$ cat src/rtl/axis_residual_packer_32.sv
// AXI-Stream byte packer: squeezes MSB-aligned partial beats into full 32-bit beats,
// carrying leftover bytes in a residual register between beats.
module axis_residual_packer_32 #(
  parameter int DATA_WD      = 32,
  parameter int DATA_BYTE_WD = DATA_WD / 8,
  parameter int BYTE_CNT_WD  = 2
) (
  input  logic                    clk,
  input  logic                    rst,
  input  logic                    valid_in,
  input  logic [DATA_WD-1:0]      data_in,
  input  logic [DATA_BYTE_WD-1:0] keep_in,
  input  logic                    last_in,
  output logic                    ready_in,
  output logic                    valid_out,
  output logic [DATA_WD-1:0]      data_out,
  output logic [DATA_BYTE_WD-1:0] keep_out,
  output logic                    last_out,
  input  logic                    ready_out
);

  typedef enum logic {PACK, FLUSH} state_e;

  state_e                  state_q, state_d;
  logic [DATA_WD-1:0]      resData_q, resData_d;
  logic [BYTE_CNT_WD-1:0]  resCnt_q, resCnt_d;
  logic                    valid_q, valid_d;
  logic [DATA_WD-1:0]      data_q, data_d;
  logic [DATA_BYTE_WD-1:0] keep_q, keep_d;
  logic                    last_q, last_d;

  logic                    outFree;
  logic                    accept;
  logic [BYTE_CNT_WD:0]    inCnt;
  logic [BYTE_CNT_WD:0]    total;
  logic [DATA_WD-1:0]      inMasked;
  logic [2*DATA_WD-1:0]    merged;

  function automatic logic [DATA_BYTE_WD-1:0] keepMask(input logic [BYTE_CNT_WD:0] n);
    case (n)
      3'd0:    keepMask = 4'b0000;
      3'd1:    keepMask = 4'b1000;
      3'd2:    keepMask = 4'b1100;
      3'd3:    keepMask = 4'b1110;
      default: keepMask = 4'b1111;
    endcase
  endfunction

  function automatic logic [DATA_WD-1:0] byteMask(input logic [DATA_BYTE_WD-1:0] k);
    byteMask = '0;
    for (int i = 0; i < DATA_BYTE_WD; i++) byteMask[8*i +: 8] = {8{k[i]}};
  endfunction

  assign outFree = !valid_q || ready_out;
  assign accept  = valid_in && ready_in;

  // A non-contiguous keep is treated as "top c bytes", so mask by count, not by keep itself.
  always_comb begin
    inCnt    = (BYTE_CNT_WD+1)'($countones(keep_in));
    total    = {1'b0, resCnt_q} + inCnt;
    inMasked = data_in & byteMask(keepMask(inCnt));
    merged   = {resData_q, {DATA_WD{1'b0}}} |
               ({inMasked, {DATA_WD{1'b0}}} >> {resCnt_q, 3'b000});
  end

  always_ff @(posedge clk or posedge rst) begin
    if (rst) state_q <= PACK;
    else     state_q <= state_d;
  end

  always_comb begin
    state_d = state_q;
    case (state_q)
      PACK:  if (accept && last_in && total > 3'd4) state_d = FLUSH;
      FLUSH: if (outFree) state_d = PACK;
      default: state_d = PACK;
    endcase
  end

  always_comb begin
    ready_in = !rst && (state_q == PACK) && outFree;
  end

  always_comb begin
    resData_d = resData_q;
    resCnt_d  = resCnt_q;
    valid_d   = valid_q;
    data_d    = data_q;
    keep_d    = keep_q;
    last_d    = last_q;
    if (state_q == FLUSH) begin
      if (outFree) begin
        valid_d   = 1'b1;
        data_d    = resData_q;
        keep_d    = keepMask({1'b0, resCnt_q});
        last_d    = 1'b1;
        resData_d = '0;
        resCnt_d  = '0;
      end
    end else if (accept) begin
      if (!last_in && total < 3'd4) begin
        resData_d = merged[2*DATA_WD-1:DATA_WD];
        resCnt_d  = total[BYTE_CNT_WD-1:0];
        valid_d   = 1'b0;
      end else if (!last_in || total > 3'd4) begin
        valid_d   = 1'b1;
        data_d    = merged[2*DATA_WD-1:DATA_WD];
        keep_d    = '1;
        last_d    = 1'b0;
        resData_d = merged[DATA_WD-1:0];
        resCnt_d  = BYTE_CNT_WD'(total - 3'd4);
      end else begin
        // Includes t=0: an empty last beat still goes out to mark the packet end.
        valid_d   = 1'b1;
        data_d    = merged[2*DATA_WD-1:DATA_WD];
        keep_d    = keepMask(total);
        last_d    = 1'b1;
        resData_d = '0;
        resCnt_d  = '0;
      end
    end else if (outFree) begin
      valid_d = 1'b0;
    end
  end

  always_ff @(posedge clk or posedge rst) begin
    if (rst) begin
      resData_q <= '0;
      resCnt_q  <= '0;
      valid_q   <= 1'b0;
      data_q    <= '0;
      keep_q    <= '0;
      last_q    <= 1'b0;
    end else begin
      resData_q <= resData_d;
      resCnt_q  <= resCnt_d;
      valid_q   <= valid_d;
      data_q    <= data_d;
      keep_q    <= keep_d;
      last_q    <= last_d;
    end
  end

  assign valid_out = valid_q;
  assign data_out  = data_q;
  assign keep_out  = keep_q;
  assign last_out  = last_q;

endmodule

$ cat config.mk
export PLATFORM = sky130hd
export DESIGN_NAME = axis_residual_packer_32
export DESIGN_NICKNAME = d
export VERILOG_FILES = /design/src/rtl/axis_residual_packer_32.sv
export SDC_FILE = /design/constraint.sdc
export NUM_CORES = 1
export LEC_CHECK = 0
export ABC_AREA = 0
export CORE_ASPECT_RATIO = 1.1
export CORE_MARGIN = 2
export CORE_UTILIZATION = 40
export DETAILED_ROUTE_END_ITERATION = 8
export GPL_TIMING_DRIVEN = 0
export HOLD_SLACK_MARGIN = 0.02
export PLACE_DENSITY = 0.77
export REMOVE_ABC_BUFFERS = 1
export SYNTH_ARGS = -nofsm -noshare
export SYNTH_HDL_FRONTEND = slang
export SYNTH_SLANG_ARGS = --single-unit
$ cat constraint.sdc
create_clock -name clk -period 6.53 [get_ports clk]
set_input_delay 0.9795 -clock clk [delete_from_list [all_inputs] [get_ports clk]]
set_output_delay 0.9795 -clock clk [all_outputs]
set_load 0.02 [all_outputs]
# After elaboration in Yosys (flattened, before gate mapping)
# Index checks and enable logic that the tools add are counted.
[word_totals] regBits=73 input_bits=41
[classes] add_sub_neg=5 order_cmp=2 eq_ne=11 n_shift=1 mux=34 n_bitwise=3 reduce_logical=19
[op_table] operator="32-bit two-way mux" n=9
[op_table] operator="64-bit bitwise OR" n=1
[op_table] operator="64-bit by 5-bit >> shifter with 64-bit output" n=1
[op_table] operator="4-bit case mux with 4 select lines" n=3
[op_table] operator="32-bit bitwise AND" n=1
[op_table] operator="4-bit two-way mux" n=5
[op_table] operator="3-bit by 2-bit equality test with 1-bit output, second input constant" n=4
[op_table] operator="1-bit two-way mux" n=11
[op_table] operator="2-bit two-way mux" n=5
[op_table] operator="3-bit by 1-bit equality test with 1-bit output, second input constant" n=2
[op_table] operator="1-bit logical AND" n=6
[op_table] operator="3-bit zero test" n=2
[op_table] operator="1-bit by 1-bit adder with 2-bit output" n=2
[op_table] operator="2-bit equality test, second input constant" n=2
[op_table] operator="2-bit AND reduction" n=2
[op_table] operator="2-bit nonzero test" n=2
[op_table] operator="2-bit by 2-bit adder with 3-bit output" n=1
[op_table] operator="2-bit by 3-bit adder with 3-bit output" n=1
[op_table] operator="3-bit > comparator, second input constant" n=1
[op_table] operator="1-bit zero test" n=3
[op_table] operator="3-bit < comparator, second input constant" n=1
[op_table] operator="3-bit AND reduction" n=1
[op_table] operator="2-bit by 1-bit equality test with 1-bit output, second input constant" n=1
[op_table] operator="2-bit zero test" n=1
[op_table] operator="other kinds (6)" n=7

# Longest topological paths before layout
[logic_depth] word_depth=11 ltp_mapped=12

# Least setup slack after synthesis
# Ideal clock, no wire load.
[synth_timing] path_kind="input to register" from="input port keep_in[0]" to="register data_q[6] (netlist: data_out[6])" setup_time_ns=0.132 t_arrival_ns=3.590 setup_slack_ns=2.808 cell_stages=11 n_path_buf=1 cell_sequence="fa_1 -> ha_1 -> ha_1 -> inv_1 -> fa_1 -> xnor2_1 -> nor3_1 -> nor2_2 -> clkbuf_1 -> mux2i_1 -> o21ai_0"
[synth_between] elab_chain_len=10 elab_cells_between_ends=18 cone_classes="3 x add/sub; 1 x order compare; 4 x eq/ne; 1 x shift; 4 x mux; 2 x bitwise; 3 x reduce/logical"
[synth_rtl] item="start, declared" line="12" source="input logic [DATA_BYTE_WD-1:0] keep_in,"
[synth_rtl] item="1-bit by 1-bit adder with 2-bit output (implied by the code) (*)" line="59" source="inCnt = (BYTE_CNT_WD+1)'($countones(keep_in));"
[synth_rtl] item="2-bit by 2-bit adder with 3-bit output (implied by the code) (*)" line="59"
[synth_rtl] item="3-bit by 2-bit equality test with 1-bit output, or another cell as far along" line="40" source="case (n)"
[synth_rtl] item="4-bit case mux with 4 select lines" line="40"
[synth_rtl] item="32-bit bitwise AND" line="61" source="inMasked = data_in & byteMask(keepMask(inCnt));"
[synth_rtl] item="64-bit by 5-bit >> shifter with 64-bit output" line="63" source="({inMasked, {DATA_WD{1'b0}}} >> {resCnt_q, 3'b000});"
[synth_rtl] item="64-bit bitwise OR" line="62" source="merged = {resData_q, {DATA_WD{1'b0}}} |"
[synth_rtl] item="32-bit two-way mux" line="101" source="if (!last_in && total < 3'd4) begin"
[synth_rtl] item="32-bit two-way mux" line="100" source="end else if (accept) begin"
[synth_rtl] item="32-bit two-way mux" line="91" source="if (state_q == FLUSH) begin"
[synth_rtl] item="end signal, assigned" line="138" source="data_q <= data_d;"
[synth_rtl] item="end, declared" line="28" source="logic [DATA_WD-1:0] data_q, data_d;"
# Every way passes the cells marked *; elsewhere a longest branch is shown, timed or not. The select of a mux whose other input is x is not followed.
# A chain may end at the register's enable or synchronous reset.

# Worst setup path in the final report
# Same ends and word-level chain as after synthesis.

==> metrics.txt <==
pwr dens 472 mW/mm²; share of post-route cells with drive strength above 1 6.16%; top cells by area, synth dfrtp_1 (47%), o21ai_0 (6.3%), nand2_1 (4.7%); first-pass GRT wire length 18.2 mm; worst path bufs/invs 3; I/O Pins 80; top_reg_cell synth dfrtp_1; Rows 37; sw frac 41.5%; GR Overflow Total 0; Sw Pwr 0.000979 W; final worst slack 2050 ps; Place WS 1710 ps; share of power burned in registers 34.8%; Routed WL 11.3 mm; Die ar. 0.0105 mm²; compound-gate portion of the synthesized area 31.2%; Iter 0 DRT Violations 431; number of synthesized flops with an enable pin 0; sequential cell area 0.00183 mm²; NumNets Final 529; Num CTS Buffers 9; drt first pass iters 8; CP max stage cell nor2_2; clock latency reported for the late side of the worst-skew pair 350 ps; Routed Antenna Nets 0; PortBufs 79; area of the multi-input gates 0.00193 mm²; post-CTS sizing 0; Yosys top cell by area dfrtp_1; synth cell count leaders dfrtp_1 (73), nand2_1 (49), o21ai_0 (49), nor2_1 (31), a21oi_1 (24); Setup crit end kind flop; Cell Int Power 0.00138 W; area grow syn2layout 28.7%; critical path arrival 4750 ps; CP peak stage delay 550 ps; worst-path fanout max 25; Post-Syn Area 0.00388 mm²; Synth cell types 48; mean number of vias per cell 6.11; GRT Resource Usage Total 21.3%; status complete, no violations; power share of the clock group 16.9%; Post-Synth Simple-Gate Area 14.9%; initial core utilization 41.3%; MaxCap Viol Count 0; largest family of logic cells by synthesized area compound AO/OA/AOI/OAI gates; Post-Layout Inst Area 0.00500 mm²; clock tree buffer depth 2; clk sinks 73; top cell type's share of synthesized area 47.0%; hpwl dp 8.17 mm; Die Span X 98.0 µm; combinational share of power 48.4%; synthesis-stage register bit count 73; fmax 0.223 GHz; XOR/XNOR Fraction of Synth Area 0.451%; sequential cell area fraction in the yosys report 47.0%; CTS tree built; min Tclk post-route 4480 ps; mux share of post-synthesis cell area 0.773%; # hold bufs at CTS 0; Worst slew margin 29.5%; via count 3690; r2r setup slk 3030 ps; Critical Path RT 6800 ps; leakage 2.00 nW; Hold Fails Final Rpt 0; Fin Setup TNS 0 ps; crit-path cells clkdlybuf4s50_1, fa_1, ha_1, ha_1, inv_1, fa_1, xnor2_1, nor3_1, nor2_2, buf_16, nand2_1, o21ai_0; Clock Pin Slew Worst Setup and Hold Paths 80 ps; worst hold path class flop to flop; Syn Inst Count 412; Tcrit/Tclk final 68.6%; Post-CTS Setup Bufs 0; placed cell areas 0.00477 mm²; H-tree depth 3; VDD IR-drop max 196 µV; adder-cell share of the synthesized area 2.32%; synthesized area per cell 9.43 µm²; Setup violations, final 0; max-slew violations 0; RSZ-0062 raised after global routing false; WL/cell 18.7 µm; GPL Wtd Cong 0.950; Final Skew 13.9 ps; FFs w/ async S/R, synth 100%; Core Region 0.00940 mm²; most numerous cell in the Yosys netlist dfrtp_1; Startpoint Class primary input; Die Y 107 µm; # DRC 0; worst slew pin tran 1050 ps; delay-heaviest family, CP adder cells; Root Driver clkbuf_8; fin util 53.2%; Filler cells 827; largest net degree at the start of global routing 74; # diodes 0; antenna violations before repair 0; Syn. warnings 0; vias in the first global route 3486; kind of critical path primary input to flop
## area by class of cell
| type | instances | area share, % |
|---|---|---|
| multi-input combinational | 309 | 38.5 |
| sequential | 73 | 36.5 |
| timing repair buffer | 82 | 16.9 |
| tap | 117 | 2.93 |
| clock buffer | 10 | 2.75 |
| clock inverter | 6 | 1.83 |
| inverter | 7 | 0.576 |
## worst register-to-register path: cells and delay by family (launching register included)
family	cells	cell delay, ps
adders and majority gates	1	540
AOI/OAI and AO/OA	1	270
DFF	1	890
and+or+nand+nor	3	890
buffers and inverters	2	570
xor gates and xnor gates	1	250
## path summary, 6_finish.rpt
check | to | start | depth (start not counted)
min reg2reg | data_out[31] | data_out[31] | 2
max reg2reg | data_out[6] | resCnt_q[1] | 8
max | data_out[6] | keep_in[0] | 12
max in group asynchronous | data_out[10] | rst | 2
min | data_out[31] | data_out[31] | 2
min in group asynchronous | keep_out[1] | rst | 2
## through the flow
step | std cells | power (W) | hold WS (ps)
floorplan | 389 | 0.00148 | 450
detailed placement | 587 | 0.00195 | 468
global route | 604 | 0.00251 | 514
global placement | 585 | 0.00190 | 463
CTS | 603 | 0.00236 | 487
finish | 604 | 0.00236 | 480
## power by group through the flow
| stage | sequential, W | combinational (W) | clock [W] |
|---|---|---|---|
| 2_1_floorplan | 0.000931 | 0.000547 | 0 |
| 3_3_place_gp | 0.000815 | 0.00109 | 0 |
| 3_5_place_dp | 0.000824 | 0.00113 | 0 |
| 4_1_cts | 0.000819 | 0.00113 | 0.000406 |
| 5_1_grt | 0.000848 | 0.00124 | 0.000423 |
| 6_report | 0.000821 | 0.00114 | 0.000398 |
## routing by layer
layer  wire (µm)  GRT usage (%)  vias up
li1            -              -     1702
met1        4670           29.2     1751
met2        5410           34.5      207
met3         923           3.57       30
met4         267           6.94        0
met5           0              0        -
## state kept, by name, summed over array words and instances (netlist names)
register / flops
keep_out: 4
valid_out: 1
resCnt_q: 2
last_out: 1
state_q: 1
resData_q: 32
data_out: 32
## cells in the final DEF (no fill, tap or decap), types with 8 or more instances in the layout
master | synthesis | layout
dfrtp_1 | 73 | 73
a31oi_1 | 8 | 8
o21ai_0 | 49 | 49
a211oi_1 | 15 | 15
a22o_1 | 10 | 10
clkdlybuf4s50_1 | 0 | 79
a21oi_1 | 24 | 24
a22oi_1 | 14 | 14
nor2_1 | 31 | 31
o21ai_1 | 14 | 14
a32oi_1 | 8 | 8
clkbuf_8 | 0 | 10
a32o_1 | 8 | 8
nand2_1 | 49 | 49
## logic make-up (layout without fill, tap and decap cells)
family                     after synthesis  after routing
AOI/OAI and AO/OA                      183            183
and+or+nand+nor                        115            115
DFF                                     73             73
buffers and inverters                   30            105
adders and majority gates                6              6
muxes                                    3              3
xor gates and xnor gates                 2              2
Note: power is estimated with default switching activity, not from simulation.
